### src/rtl/debounce_pkg.sv
// Shared constants and helpers for the button debouncer slice.
// The FSM encodings stay as fixed 2-bit constants so existing decode logic
// and debug tooling that reads raw state values keep working.
package debounce_pkg;

   // Debouncer FSM encodings
   localparam logic [1:0] IDLE_LOW  = 2'd0;
   localparam logic [1:0] WAIT_HIGH = 2'd1;
   localparam logic [1:0] IDLE_HIGH = 2'd2;
   localparam logic [1:0] WAIT_LOW  = 2'd3;

   // Bits needed for a counter that must hold values 0..max_count without wrapping
   function automatic int unsigned cnt_width(input int unsigned max_count);
      if (max_count == 0)
         return 1;
      return $clog2(max_count + 1);
   endfunction

endpackage

### src/rtl/sync_2ff.sv
// Two-flop metastability synchronizer for asynchronous inputs.
// Reused wherever a raw external level crosses into the clock domain.
module sync_2ff #(
   parameter int unsigned WIDTH = 1
) (
   input  logic             clock,
   input  logic             reset_n,
   input  logic [WIDTH-1:0] d,
   output logic [WIDTH-1:0] q
);

   logic [WIDTH-1:0] meta;

   // First stage may go metastable; second stage gives it a full cycle to settle
   always_ff @(posedge clock or negedge reset_n) begin
      if (!reset_n) begin
         meta <= '0;
         q    <= '0;
      end else begin
         meta <= d;
         q    <= meta;
      end
   end

endmodule

### src/rtl/button_debouncer.sv
// Debounces a raw push-button into a registered level plus one-cycle
// rise/fall pulses. A new level is accepted once STABLE_CYCLES consecutive
// synchronized samples agree, so btn_level moves STABLE_CYCLES+2 edges
// after btn_in is first sampled at its new value.
// Optional macro DEBOUNCE_AUTO_REPEAT_EN: while the button stays held,
// btn_rise re-pulses every REPEAT_CYCLES cycles (btn_level unaffected).
module button_debouncer
   import debounce_pkg::*;
#(
   parameter int unsigned STABLE_CYCLES = 4,
   parameter int unsigned REPEAT_CYCLES = 8
) (
   input  logic clock,
   input  logic reset_n,
   input  logic btn_in,
   output logic btn_level,
   output logic btn_rise,
   output logic btn_fall
);

   localparam int unsigned   CW          = cnt_width(STABLE_CYCLES);
   localparam logic [CW-1:0] CNT_ONE     = CW'(1);
   localparam logic [CW-1:0] STABLE_LAST = CW'(STABLE_CYCLES);

   // Illegal parameter values stop elaboration
   if (STABLE_CYCLES < 1 || REPEAT_CYCLES < 1) begin : g_param_check
      $error("button_debouncer: STABLE_CYCLES and REPEAT_CYCLES must be >= 1");
   end

   logic          btn_sync;
   logic [1:0]    state;
   logic [1:0]    state_nxt;
   logic [CW-1:0] cnt;
   logic [CW-1:0] cnt_nxt;
   logic [CW-1:0] cnt_inc;
   logic          level_nxt;
   logic          rise_nxt;
   logic          fall_nxt;
   logic          rep_fire;

   sync_2ff #(
      .WIDTH (1)
   ) u_sync (
      .clock   (clock),
      .reset_n (reset_n),
      .d       (btn_in),
      .q       (btn_sync)
   );

   // cnt counts samples already seen at the candidate level; the sample arriving
   // now is included by comparing cnt+1, so acceptance lands on the edge that
   // delivers the STABLE_CYCLES-th agreeing sample. cnt never exceeds STABLE_CYCLES.
   assign cnt_inc = cnt + CNT_ONE;

   // Next-state, stability counter and output decode
   always_comb begin
      state_nxt = state;
      cnt_nxt   = cnt;
      level_nxt = btn_level;
      rise_nxt  = 1'b0;
      fall_nxt  = 1'b0;
      case (state)
         IDLE_LOW: begin
            cnt_nxt   = '0;
            level_nxt = 1'b0;
            if (btn_sync) begin
               if (CNT_ONE == STABLE_LAST) begin
                  state_nxt = IDLE_HIGH;
                  level_nxt = 1'b1;
                  rise_nxt  = 1'b1;
               end else begin
                  state_nxt = WAIT_HIGH;
                  cnt_nxt   = CNT_ONE;
               end
            end
         end
         WAIT_HIGH: begin
            if (!btn_sync) begin
               state_nxt = IDLE_LOW;
               cnt_nxt   = '0;
            end else if (cnt_inc == STABLE_LAST) begin
               state_nxt = IDLE_HIGH;
               cnt_nxt   = '0;
               level_nxt = 1'b1;
               rise_nxt  = 1'b1;
            end else begin
               cnt_nxt = cnt_inc;
            end
         end
         IDLE_HIGH: begin
            cnt_nxt   = '0;
            level_nxt = 1'b1;
            if (!btn_sync) begin
               if (CNT_ONE == STABLE_LAST) begin
                  state_nxt = IDLE_LOW;
                  level_nxt = 1'b0;
                  fall_nxt  = 1'b1;
               end else begin
                  state_nxt = WAIT_LOW;
                  cnt_nxt   = CNT_ONE;
               end
            end
         end
         WAIT_LOW: begin
            if (btn_sync) begin
               state_nxt = IDLE_HIGH;
               cnt_nxt   = '0;
            end else if (cnt_inc == STABLE_LAST) begin
               state_nxt = IDLE_LOW;
               cnt_nxt   = '0;
               level_nxt = 1'b0;
               fall_nxt  = 1'b1;
            end else begin
               cnt_nxt = cnt_inc;
            end
         end
         default: begin
            state_nxt = IDLE_LOW;
            cnt_nxt   = '0;
            level_nxt = 1'b0;
         end
      endcase
   end

`ifdef DEBOUNCE_AUTO_REPEAT_EN
   localparam int unsigned   RW       = cnt_width(REPEAT_CYCLES);
   localparam logic [RW-1:0] REP_ONE  = RW'(1);
   localparam logic [RW-1:0] REP_LAST = RW'(REPEAT_CYCLES - 1);

   logic [RW-1:0] rep;
   logic [RW-1:0] rep_nxt;

   // Repeat timer runs only while held in IDLE_HIGH; any other state clears it,
   // so it restarts from 0 on every entry and stops as soon as WAIT_LOW is entered
   always_comb begin
      rep_nxt  = '0;
      rep_fire = 1'b0;
      if (state == IDLE_HIGH && btn_sync) begin
         if (rep == REP_LAST) begin
            rep_fire = 1'b1;
         end else begin
            rep_nxt = rep + REP_ONE;
         end
      end
   end

   // Repeat timer register
   always_ff @(posedge clock or negedge reset_n) begin
      if (!reset_n) begin
         rep <= '0;
      end else begin
         rep <= rep_nxt;
      end
   end
`else
   assign rep_fire = 1'b0;
`endif

   // FSM, counter and registered outputs
   always_ff @(posedge clock or negedge reset_n) begin
      if (!reset_n) begin
         state     <= IDLE_LOW;
         cnt       <= '0;
         btn_level <= 1'b0;
         btn_rise  <= 1'b0;
         btn_fall  <= 1'b0;
      end else begin
         state     <= state_nxt;
         cnt       <= cnt_nxt;
         btn_level <= level_nxt;
         btn_rise  <= rise_nxt | rep_fire;
         btn_fall  <= fall_nxt;
      end
   end

endmodule
### config.mk
export PLATFORM = sky130hd
export DESIGN_NAME = button_debouncer
export DESIGN_NICKNAME = d
export VERILOG_FILES = /design/src/rtl/debounce_pkg.sv /design/src/rtl/sync_2ff.sv /design/src/rtl/button_debouncer.sv
export SDC_FILE = /design/constraint.sdc
export NUM_CORES = 1
export LEC_CHECK = 0
export BUFFER_PORTS_ARGS = -buffer_cell sky130_fd_sc_hd__buf_4
export CORE_AREA = 2 2 39 41
export CTS_CLUSTER_DIAMETER = 50
export CTS_CLUSTER_SIZE = 25
export DETAILED_ROUTE_END_ITERATION = 10
export DIE_AREA = 0 0 41 43
export PLACE_DENSITY = 0.61
export SLEW_MARGIN = 5
export SYNTH_ARGS = -nofsm -noshare
export SYNTH_HDL_FRONTEND = slang
export SYNTH_HIERARCHICAL = 1
export SYNTH_SLANG_ARGS = --single-unit
### constraint.sdc
create_clock -name clock -period 4.5 [get_ports clock]
set_input_delay 0.45 -clock clock [delete_from_list [all_inputs] [get_ports clock]]
set_output_delay 0.45 -clock clock [all_outputs]
set_load 0.05 [all_outputs]
==> results of run 1 <==
area by class of cell:
class / count / area [um^2] / share of cell area, %
Multi-Input combinational cell: 38 / 297.8 / 44.16
Sequential cell: 10 / 250.2 / 37.11
Timing Repair Buffer: 6 / 47.55 / 7.050
Clock buffer: 4 / 36.28 / 5.380
Inverter: 6 / 22.52 / 3.340
Tap cell: 16 / 20.02 / 2.968
repair_timing:
action / CTS / global route
setup endpoints to repair: 0 / 0
setup buffers: 0 / 0
hold buffers: 1 / 0
resized for setup: 0 / 0
endpoints found under the hold margin: 10 / 0
worst max-delay path by stage:
stage          startpoint        end  slack (ns)  cells past startpoint
2_1_floorplan    state[0]  flip-flop        3.10                      5
6_report         state[0]  flip-flop        2.92                      5
4_1_cts          state[0]  flip-flop        2.97                      5
3_5_place_dp     state[0]  flip-flop        2.97                      5
3_3_place_gp     state[0]  flip-flop        3.03                      5
5_1_grt          state[0]  flip-flop        2.87                      5
state kept, by name, summed over array words and instances (netlist names), named ones only:
name and flops:
cnt 3, u_sync/q 1, u_sync/meta 1, btn_fall 1
btn_rise 1, state 1, btn_level 1
metrics by stage:
step	power [W]	setup WS (ns)	std cells	hold WS (ns)
floorplan	0.0002830	3.098	54	0.1544
global placement	0.0003258	3.029	75	0.2875
detailed placement	0.0003269	2.973	75	0.2906
CTS	0.0004130	2.973	80	0.2743
global route	0.0004425	2.868	80	0.2770
finish	0.0004125	2.921	80	0.2773
layer usage:
layer | track usage (%) | share of wire [%] | vias to the layer above
li1 | - | - | 209
met1 | 20.47 | 47 | 201
met2 | 20.31 | 45 | 13
met3 | 3.141 | 4.8 | 5
met4 | 12.00 | 3.5 | 0
met5 | 0 | 0 | -
Yosys cell counts:
cell type / n / area (um^2)
a21oi_1: 4 / 20.02
and2_1: 2 / 12.51
and2b_2: 1 / 8.760
and3_1: 2 / 12.51
dfrtp_1: 10 / 250.2
ha_1: 8 / 100.1
inv_1: 6 / 22.52
mux2i_1: 2 / 20.02
nand2_1: 1 / 3.750
nand2b_1: 3 / 18.77
nor2_1: 1 / 3.750
nor3_1: 3 / 15.01
o211ai_1: 1 / 7.510
o211ai_2: 1 / 12.51
o21a_1: 1 / 7.510
o21ai_0: 1 / 5.000
o21ai_1: 1 / 5.000
o22ai_1: 2 / 12.51
o31a_1: 1 / 8.760
o31ai_1: 1 / 7.510
or2_4: 1 / 8.760
or2b_1: 1 / 7.510
cell families (layout without fill, tap and decap cells):
| group | after synthesis | count (layout) | synth area share [%] |
|---|---|---|---|
| simple gates | 15 | 15 | 16.01 |
| fa+ha+maj | 8 | 8 | 17.54 |
| buf+inv | 6 | 16 | 3.947 |
| mux | 2 | 2 | 3.509 |
| compound gates | 13 | 13 | 15.13 |
| flops | 10 | 10 | 43.86 |
cell usage in the layout, fill, tap and decap left out:
cell,n
dfrtp_1,10
ha_1,8
inv_1,6
buf_4,5
a21oi_1,4
nand2b_1,3
nor3_1,3
clkbuf_4,3
o22ai_1,2
and2_1,2
and3_1,2
mux2i_1,2
or2_4,1
nand2_1,1
or2b_1,1
and2b_2,1
o31ai_1,1
o21ai_1,1
o21a_1,1
o21ai_0,1
o31a_1,1
o211ai_1,1
o211ai_2,1
nor2_1,1
clkbuf_8,1
dlygate4sd3_1,1
power by group:
| group | internal (W) | switching, W | leakage (nW) |
|---|---|---|---|
| sequential | 0.000112 | 0.0000198 | 0.125 |
| combinational | 0.0000854 | 0.000111 | 0.190 |
| clock | 0.0000493 | 0.0000348 | 0.0210 |
==> flow_summary_export.csv, run 1 <==
group,metric,value,unit
timing,fin_skew,0.001560,ns
finish,utilization,48.73,%
setup_path,critical_path_required,4.65,ns
die,start_util,41.23,%
timing,rsz0062_at_grt,"no",
logic_synthesis,synthCells,54,
cts,cts.clk_slew.worst_paths,0.07,ns
finish,antennaDiodeCount,0,
setup_path,cp_data_arrival_time,1.73,ns
hold_path,hold_class,"input port to flip-flop",
cts,numCtsBuffers,3,
placed_design,port_buffers,5,
route,post_drt_wl_per_cell,12.80,um
finish,nFillCells,134,
finish,area_growth,18.20,%
route,num_vias,428,
logic_synthesis,syn_area,570.5,um^2
cts,cts.htree.levels,1,
cts,clkSinkCount,10,
pwr,p_leak,0.3365,nW
route,drtIter0Drc,12,
setup_path,path_delay_family,"flip-flops",
logic_synthesis,synth.distinct_cells,22,
timing,finalSetupTns,0,ns
finish,final_nets,76,
setup_path,worst-r2r-setup-slack,2.92,ns
finish,drive_gt1_share,18.75,%
setup_path,start_kind,"flip-flop",
timing,tightestPinTransition,0.2403,ns
logic_synthesis,avgSynthCellArea,10.57,um^2
cts,cts_tree,"done",
timing,setup_viol_count_final,0,
setup_path,max_stage_delay,0.43,ns
pwr,p_per_area,611.7,nW/um^2
setup_path,crit_type,"flip-flop to flip-flop",
die,die_h,43,um
hold_path,hold_depth,1,
timing,finalMaxSlewViolations,0,
logic_synthesis,ys_seq_area_share,43.86,%
route,drtPass1Iterations,4,
global_route,antenna_found_initial,0,
cts,clk_latency,0.28,ns
logic_synthesis,ys_warn_count,6,
pwr,vdd_drop_max,300.0,uV
setup_path,crit_fanout,6,
global_route,track_usage,15.26,%
setup_path,cp_slowest_cell,"dfrtp_1",
timing,timing.final.crit_share,35.08,%
timing,relSlewSlack,83.98,%
setup_path,worst-r2r-cell-count,5,
die,dieArea,1763,um^2
global_route,gr-total-overflow,0,
cts,clockRootBuffer,"clkbuf_4",
status,outcome,"finished, final reports clean",
route,drt-total-wl,1.024,mm
setup_path,cp_cell_sequence,"inv_1 > ha_1 > or2_4 > o31ai_1 > o21ai_1",
logic_synthesis,synth_seq_cells,10,
die,fp.dieW,41,um
timing,finalCriticalPeriod,1.579,ns
die,num_rows,14,
die,io_pins,6,
setup_path,r2r_start,"state[0]",
finish,final_area,674.4,um^2
timing,hold_viol,0,
placed_design,routabilityCongestion,0.8252,
global_route,grt_pass1_wl,1.718,mm
flow_run,max_cap_viol_count,0,
placed_design,postPlaceCellArea,628.1,um^2
global_route,grt_pass1_vias,392,
route,drcViolationCount,0,
hold_path,hold_start,"btn_in",
logic_synthesis,syn-num-nets,65,
timing,fmax,633.5,MHz
setup_path,cp-end-kind,"flip-flop",
route,final_antenna_net_count,0,
route,viasPerCell,5.350,
global_route,grt_max_degree,11,
hold_path,hold_end,"u_sync/meta",
setup_path,cp.buffers_inverters,1,
placed_design,hpwl,726.6,um
die,core,1384,um^2
cts,cts_buffer_depth,2,
Note: power is estimated with default switching activity, not from simulation.
==> inputs of run 2 (changes only) <==
Settings changed: ABC_AREA set to 1, PLACE_DENSITY 0.61 to 0.64.
Clock period 4.5 ns to 1.4 ns, I/O delays scaled along.
==> run 2 against run 1 <==
Register-to-register slack worse by 2.8 ns; sequential share of layout area decreased by 1.3 points; worst setup slack lost 2.8 ns; maximum frequency up 21%; clock power is 130% higher; wire length shrank 10%; synthesized cell count up 22%; cell area rose by 3.5%; combinational power rose to 3.4 times the previous value; power grew to 3.1 times the previous value; first-iteration DRC count shrank 75%; area after synthesis up 1.5%; critical path type unchanged; largest power group unchanged.
==> flow_summary_export.csv, run 2 <==
group,metric,value,unit
placed_design,port_buffers,5,
finish,largest_reg_flops,3,
route,post_drt_wl_per_cell,9.809,um
flow_run,max_cap_viol_count,0,
die,dieArea,1763,um^2
die,fp.dieW,41,um
setup_path,r2r_start,"cnt[0]",
timing,finalSetupTns,0,ns
timing,hold_viol,0,
global_route,grt_max_degree,11,
cts,cts.htree.levels,1,
cts,numCtsBuffers,3,
logic_synthesis,yosys-top-cells-count,"nand2_1, dfrtp_1, inv_1",
logic_synthesis,synth_area_leader_cell,"dfrtp_1",
timing,setup_viol_count_final,0,
pwr,p_leak,0.3610,nW
logic_synthesis,synth_top_family_by_area,"simple AND/OR/NAND/NOR gates",
cts,clockRootBuffer,"clkbuf_4",
global_route,gr-total-overflow,0,
finish,final_nets,91,
die,io_pins,6,
timing,relSlewSlack,79.25,%
logic_synthesis,synth_top_area_share,43.20,%
die,core,1384,um^2
hold_path,hold_class,"input port to async pin",
finish,antennaDiodeCount,0,
finish,final_common_cell,"nand2_1",
finish,drive_gt1_share,33.33,%
setup_path,critical_path_required,1.57,ns
status,outcome,"finished, final reports clean",
logic_synthesis,synth_ff_type,"dfrtp_1",
setup_path,worst-r2r-cell-count,8,
setup_path,start_kind,"flip-flop",
timing,worst_slack,0.09133,ns
route,viasPerCell,4.713,
route,drcViolationCount,0,
finish,area_growth,20.52,%
logic_synthesis,synth_edf_count,0,
die,num_rows,14,
logic_synthesis,synthAdderAreaFrac,17.28,%
logic_synthesis,ys_seq_area_share,43.20,%
logic_synthesis,ys_warn_count,6,
route,drt-total-wl,922,um
timing,fin_skew,0.004686,ns
logic_synthesis,synth_xor_area_share,0,%
setup_path,worst-r2r-setup-slack,0.09,ns
timing,fmax,764.1,MHz
timing,timing.final.crit_share,93.48,%
die,start_util,41.86,%
placed_design,dp.cells,88,
finish,stdcell_count,94,
timing,tightestPinTransition,0.3113,ns
logic_synthesis,syn-num-nets,77,
logic_synthesis,synth_seq_cells,10,
logic_synthesis,synthCells,66,
timing,finalMaxSlewViolations,0,
finish,nFillCells,132,
setup_path,crit_type,"flip-flop to flip-flop",
logic_synthesis,synth_simple_gate_area_share,23.76,%
global_route,grt_pass1_vias,402,
cts,cts_buffer_depth,2,
logic_synthesis,synth.distinct_cells,15,
global_route,antenna_found_initial,0,
cts,cts_tree,"done",
global_route,grt_pass1_wl,1.573,mm
timing,finalCriticalPeriod,1.309,ns
placed_design,routabilityCongestion,0.8394,
route,num_vias,443,
logic_synthesis,avgSynthCellArea,8.777,um^2
logic_synthesis,syn_area,579.3,um^2
route,drtIter0Drc,3,
finish,largest-register,"cnt",
placed_design,place_ws,0.03807,ns
finish,final_area,698.2,um^2
placed_design,hpwl,692,um
placed_design,postPlaceCellArea,640.6,um^2
logic_synthesis,synth.most_common_cell,"nand2_1",
cts,clkSinkCount,10,
route,drtPass1Iterations,4,
setup_path,cp_data_arrival_time,1.47,ns
cts,clk_latency,0.27,ns
logic_synthesis,synth-compound-area-share,7.343,%
cts,cts.clk_slew.worst_paths,0.06,ns
setup_path,cp-end-kind,"flip-flop",
finish,final_cell_mix,"nand2_1, dfrtp_1, inv_1, buf_4",
global_route,track_usage,14.10,%
logic_synthesis,muxShareOfSynthArea,0,%
die,die_h,43,um
logic_synthesis,ys_top_cells_by_area,"dfrtp_1, ha_1, nand2_1",
pwr,vdd_drop_max,784.1,uV
setup_path,crit_fanout,3,
pwr,p_per_area,1835,nW/um^2
route,final_antenna_net_count,0,
logic_synthesis,ys_async_sr_fraction,100.0,%
-- run 2: changes by cell type after synthesis, moves of 3 or more --
cell	delta
nand2_1	+11
nand2_2	+5
nor2_1	+5
nand3_1	+4
inv_1	+3
nand2b_1	-3
nor2_2	+3
nor3_1	-3
-- run 2: cells by family (layout without fill, tap and decap cells) --
group / count (synthesis) / in the layout
compound gates: 7 / 7
simple gates: 30 / 30
buf+inv: 11 / 23
fa+ha+maj: 8 / 8
flops: 10 / 10
-- run 2: metal layers --
layer  GRT usage [%]  wire (um)
met1           16.61        415
met2           19.38        418
met3           1.571         34
met4           16.00         53
met5               0          0
-- run 2: final cells by class --
type | instances | area, um^2 | share of cell area [%]
clock buffers | 3 | 22.52 | 3.226
inverters | 10 | 37.54 | 5.376
flip-flops and latches | 10 | 250.2 | 35.84
repair buffers | 10 | 80.08 | 11.47
well taps | 16 | 20.02 | 2.867
multi-input cells | 45 | 287.8 | 41.22
-- run 2: stage by stage --
stage,total power (W),utilization [%],hold slack (ns)
floorplan,0.0008897,-,-0.1556
global placement,0.001050,46.29,-0.02299
detailed placement,0.001054,46.29,-0.02132
CTS,0.001263,49.37,0.2291
global route,0.001394,50.45,0.2683
finish,0.001281,50.45,0.2321
-- run 2: worst max-delay path by stage --
stage	cells past startpoint	slack, ns	from	to
after global placement	8	0.06	cnt[0]	flip-flop
after CTS	8	0.04	cnt[0]	flip-flop
after global routing	8	-0.02	cnt[0]	state[0]
after floorplan	8	0.15	cnt[0]	state[0]
after detailed placement	8	0.04	cnt[0]	state[0]
final	8	0.09	cnt[0]	flip-flop
-- run 2: what timing repair did --
item	CTS	global route
gates resized for setup	0	5
endpoints found under the setup margin	0	2
hold buffers	2	0
hold endpoints to repair	11	0
setup buffers	0	1
-- run 2: report_power, final --
group | switching, W | leakage, nW | internal, W
Combinational | 0.000388 | 0.220 | 0.000285
Clock | 0.0000975 | 0.0138 | 0.0000994
Sequential | 0.0000490 | 0.128 | 0.000363
Total | 0.000534 | 0.361 | 0.000747
-- run 2: worst max-delay path: stages (launching register included) --
cell and delay, ns:
dfrtp_1 0.38, ha_2 0.20, ha_1 0.20, inv_2 0.07, nand3_1 0.08, nand2_2 0.10, nor2_2 0.05, nand3_1 0.06
nand2_1 0.06
==> inputs of run 3 (changes only) <==
Settings changed: CORE_AREA 2 2 39 41 to 5 5 42 44, DIE_AREA 0 0 41 43 to 0 0 47 49, GPL_ROUTABILITY_DRIVEN set to 0.
==> run 3 against run 2 <==
Clock power decreased by 4%; wire length grew 10%; cell area rose by 3.9%; worst hold slack improved by 0.010 ns; first-iteration DRC count grew 130%; sequential share of layout area fell by 1.4 points; non-clock buffer count did not move; power grew 0.72%; utilization rose by 1.3 points; maximum frequency increased by 1.2%; highest routed layer unchanged; clock-buffer cell count did not move.
==> flow_summary_export.csv, run 3 (synthesis results as in run 2) <==
group,metric,value,unit
status,outcome,"finished, final reports clean",
die,start_util,41.34,%
setup_path,start_kind,"flip-flop",
pwr,vdd_drop_max,882.3,uV
setup_path,cp-end-kind,"flip-flop",
global_route,grt_max_degree,11,
pwr,switchingPower,0.0005400,W
finish,antennaDiodeCount,0,
timing,relSlewSlack,78.52,%
placed_design,dp.cells,88,
setup_path,cp_data_arrival_time,1.44,ns
cts,clk_latency,0.26,ns
timing,fin_skew,0.0007044,ns
cts,cts.htree.levels,1,
pwr,sw_frac_of_total,41.84,%
placed_design,place_ws,0.005894,ns
die,core,1401,um^2
die,dieArea,2303,um^2
route,drt-total-wl,1.016,mm
setup_path,crit_fanout,3,
route,drcViolationCount,0,
die,fp.dieW,47,um
finish,drive_gt1_share,37.18,%
timing,worst_slack,0.1066,ns
setup_path,crit_type,"flip-flop to flip-flop",
placed_design,hpwl,787,um
finish,final_area,725.7,um^2
finish,stdcell_count,94,
placed_design,postPlaceCellArea,640.6,um^2
global_route,grt_pass1_wl,1.794,mm
pwr,power_frac_comb,51.9,%
route,route.met2.wl,487,um
route,top_layer_used,"met4",
finish,final_cell_mix,"nand2_1, dfrtp_1, inv_1, buf_4",
cts,cts_tree,"done",
timing,finalMaxSlewViolations,0,
route,num_vias,438,
pwr,intPower,0.0007505,W
timing,fmax,773.2,MHz
die,io_pins,6,
pwr,p_per_area,1778,nW/um^2
die,die_h,49,um
global_route,grt_pass1_vias,438,
timing,tightestPinTransition,0.3222,ns
finish,area_growth,25.27,%
route,wl_met1,455,um
route,viasPerCell,4.660,
setup_path,critical_path_required,1.55,ns
die,num_rows,14,
timing,finalCriticalPeriod,1.293,ns
finish,final_nets,91,
route,final_antenna_net_count,0,
route,post_drt_wl_per_cell,10.81,um
cts,clockRootBuffer,"clkbuf_4",
finish,final_common_cell,"nand2_1",
pwr,pwr-share-clk,14.7,%
cts,cts.clk_slew.worst_paths,0.06,ns
route,drtIter0Drc,7,
flow_run,max_cap_viol_count,0,
global_route,antenna_found_initial,0,
route,drtPass1Iterations,4,
finish,largest-register,"cnt",
route,met3_wirelength,63,um
hold_path,hold_class,"input port to async pin",
finish,largest_reg_flops,3,
cts,numCtsBuffers,3,
pwr,p_leak,0.3605,nW
cts,cts_buffer_depth,2,
timing,hold_ws,0.2425,ns
timing,hold_viol,0,
global_route,track_usage,10.58,%
cts,clkSinkCount,10,
timing,timing.final.crit_share,92.38,%
placed_design,port_buffers,5,
timing,setup_viol_count_final,0,
global_route,gr-total-overflow,0,
pwr,power_frac_seq,33.4,%
run 3: path summary, 6_finish.rpt:
path                       slack (ns)       end  cells after the start         from
max                              0.11  state[0]                      8       cnt[0]
min                              0.24    cnt[1]                      2      reset_n
max reg2reg                      0.11  state[0]                      8       cnt[0]
min reg2reg                      0.35  u_sync/q                      0  u_sync/meta
max in group asynchronous        1.02  state[0]                      2      reset_n
min in group clock               0.35  u_sync/q                      0  u_sync/meta
run 3: critical path, cell delays in order, from the launching register on:
cell,delay (ns)
dfrtp_1,0.41
ha_4,0.19
ha_2,0.18
inv_2,0.07
nand3_1,0.08
nand2_2,0.10
nor2_2,0.05
o21ai_1,0.06
nand2_1,0.06
run 3: repair_timing:
| item | 4_1_cts | 5_1_grt |
|---|---|---|
| hold buffers | 2 | 0 |
| endpoints found under the hold margin | 11 | 0 |
| buffers inserted | 0 | 1 |
| setup endpoints to repair | 0 | 3 |
| gates resized for setup | 0 | 9 |
run 3: through the flow:
step,power [W],util (%),TNS [ns]
2_1_floorplan,0.0008897,-,0
3_3_place_gp,0.001046,45.71,0
3_5_place_dp,0.001059,45.71,0
4_1_cts,0.001264,48.75,0
5_1_grt,0.001435,51.79,-0.005618
6_report,0.001290,51.79,0
run 3: power by group through the flow:
stage	clock (W)	sequential, W	combinational (W)
after floorplan	0	0.000467	0.000423
final	0.000190	0.000431	0.000670
after global placement	0	0.000420	0.000626
after detailed placement	0	0.000425	0.000634
after global routing	0.000216	0.000444	0.000775
after CTS	0.000202	0.000422	0.000640
run 3: per-layer routing:
metal  GRT usage [%]  vias up
met5               0        -
met4           4.147        0
met3           3.321        2
met2           14.48       12
met1           15.12      198
li1                -      226
run 3: layout make-up:
cell class	count	area, um^2
Fill cell	139	675.6
Multi-Input combinational cell	45	315.3
Sequential cell	10	250.2
Timing Repair Buffer	10	80.08
Inverter	10	37.54
Clock buffer	3	22.52
Tap cell	16	20.02
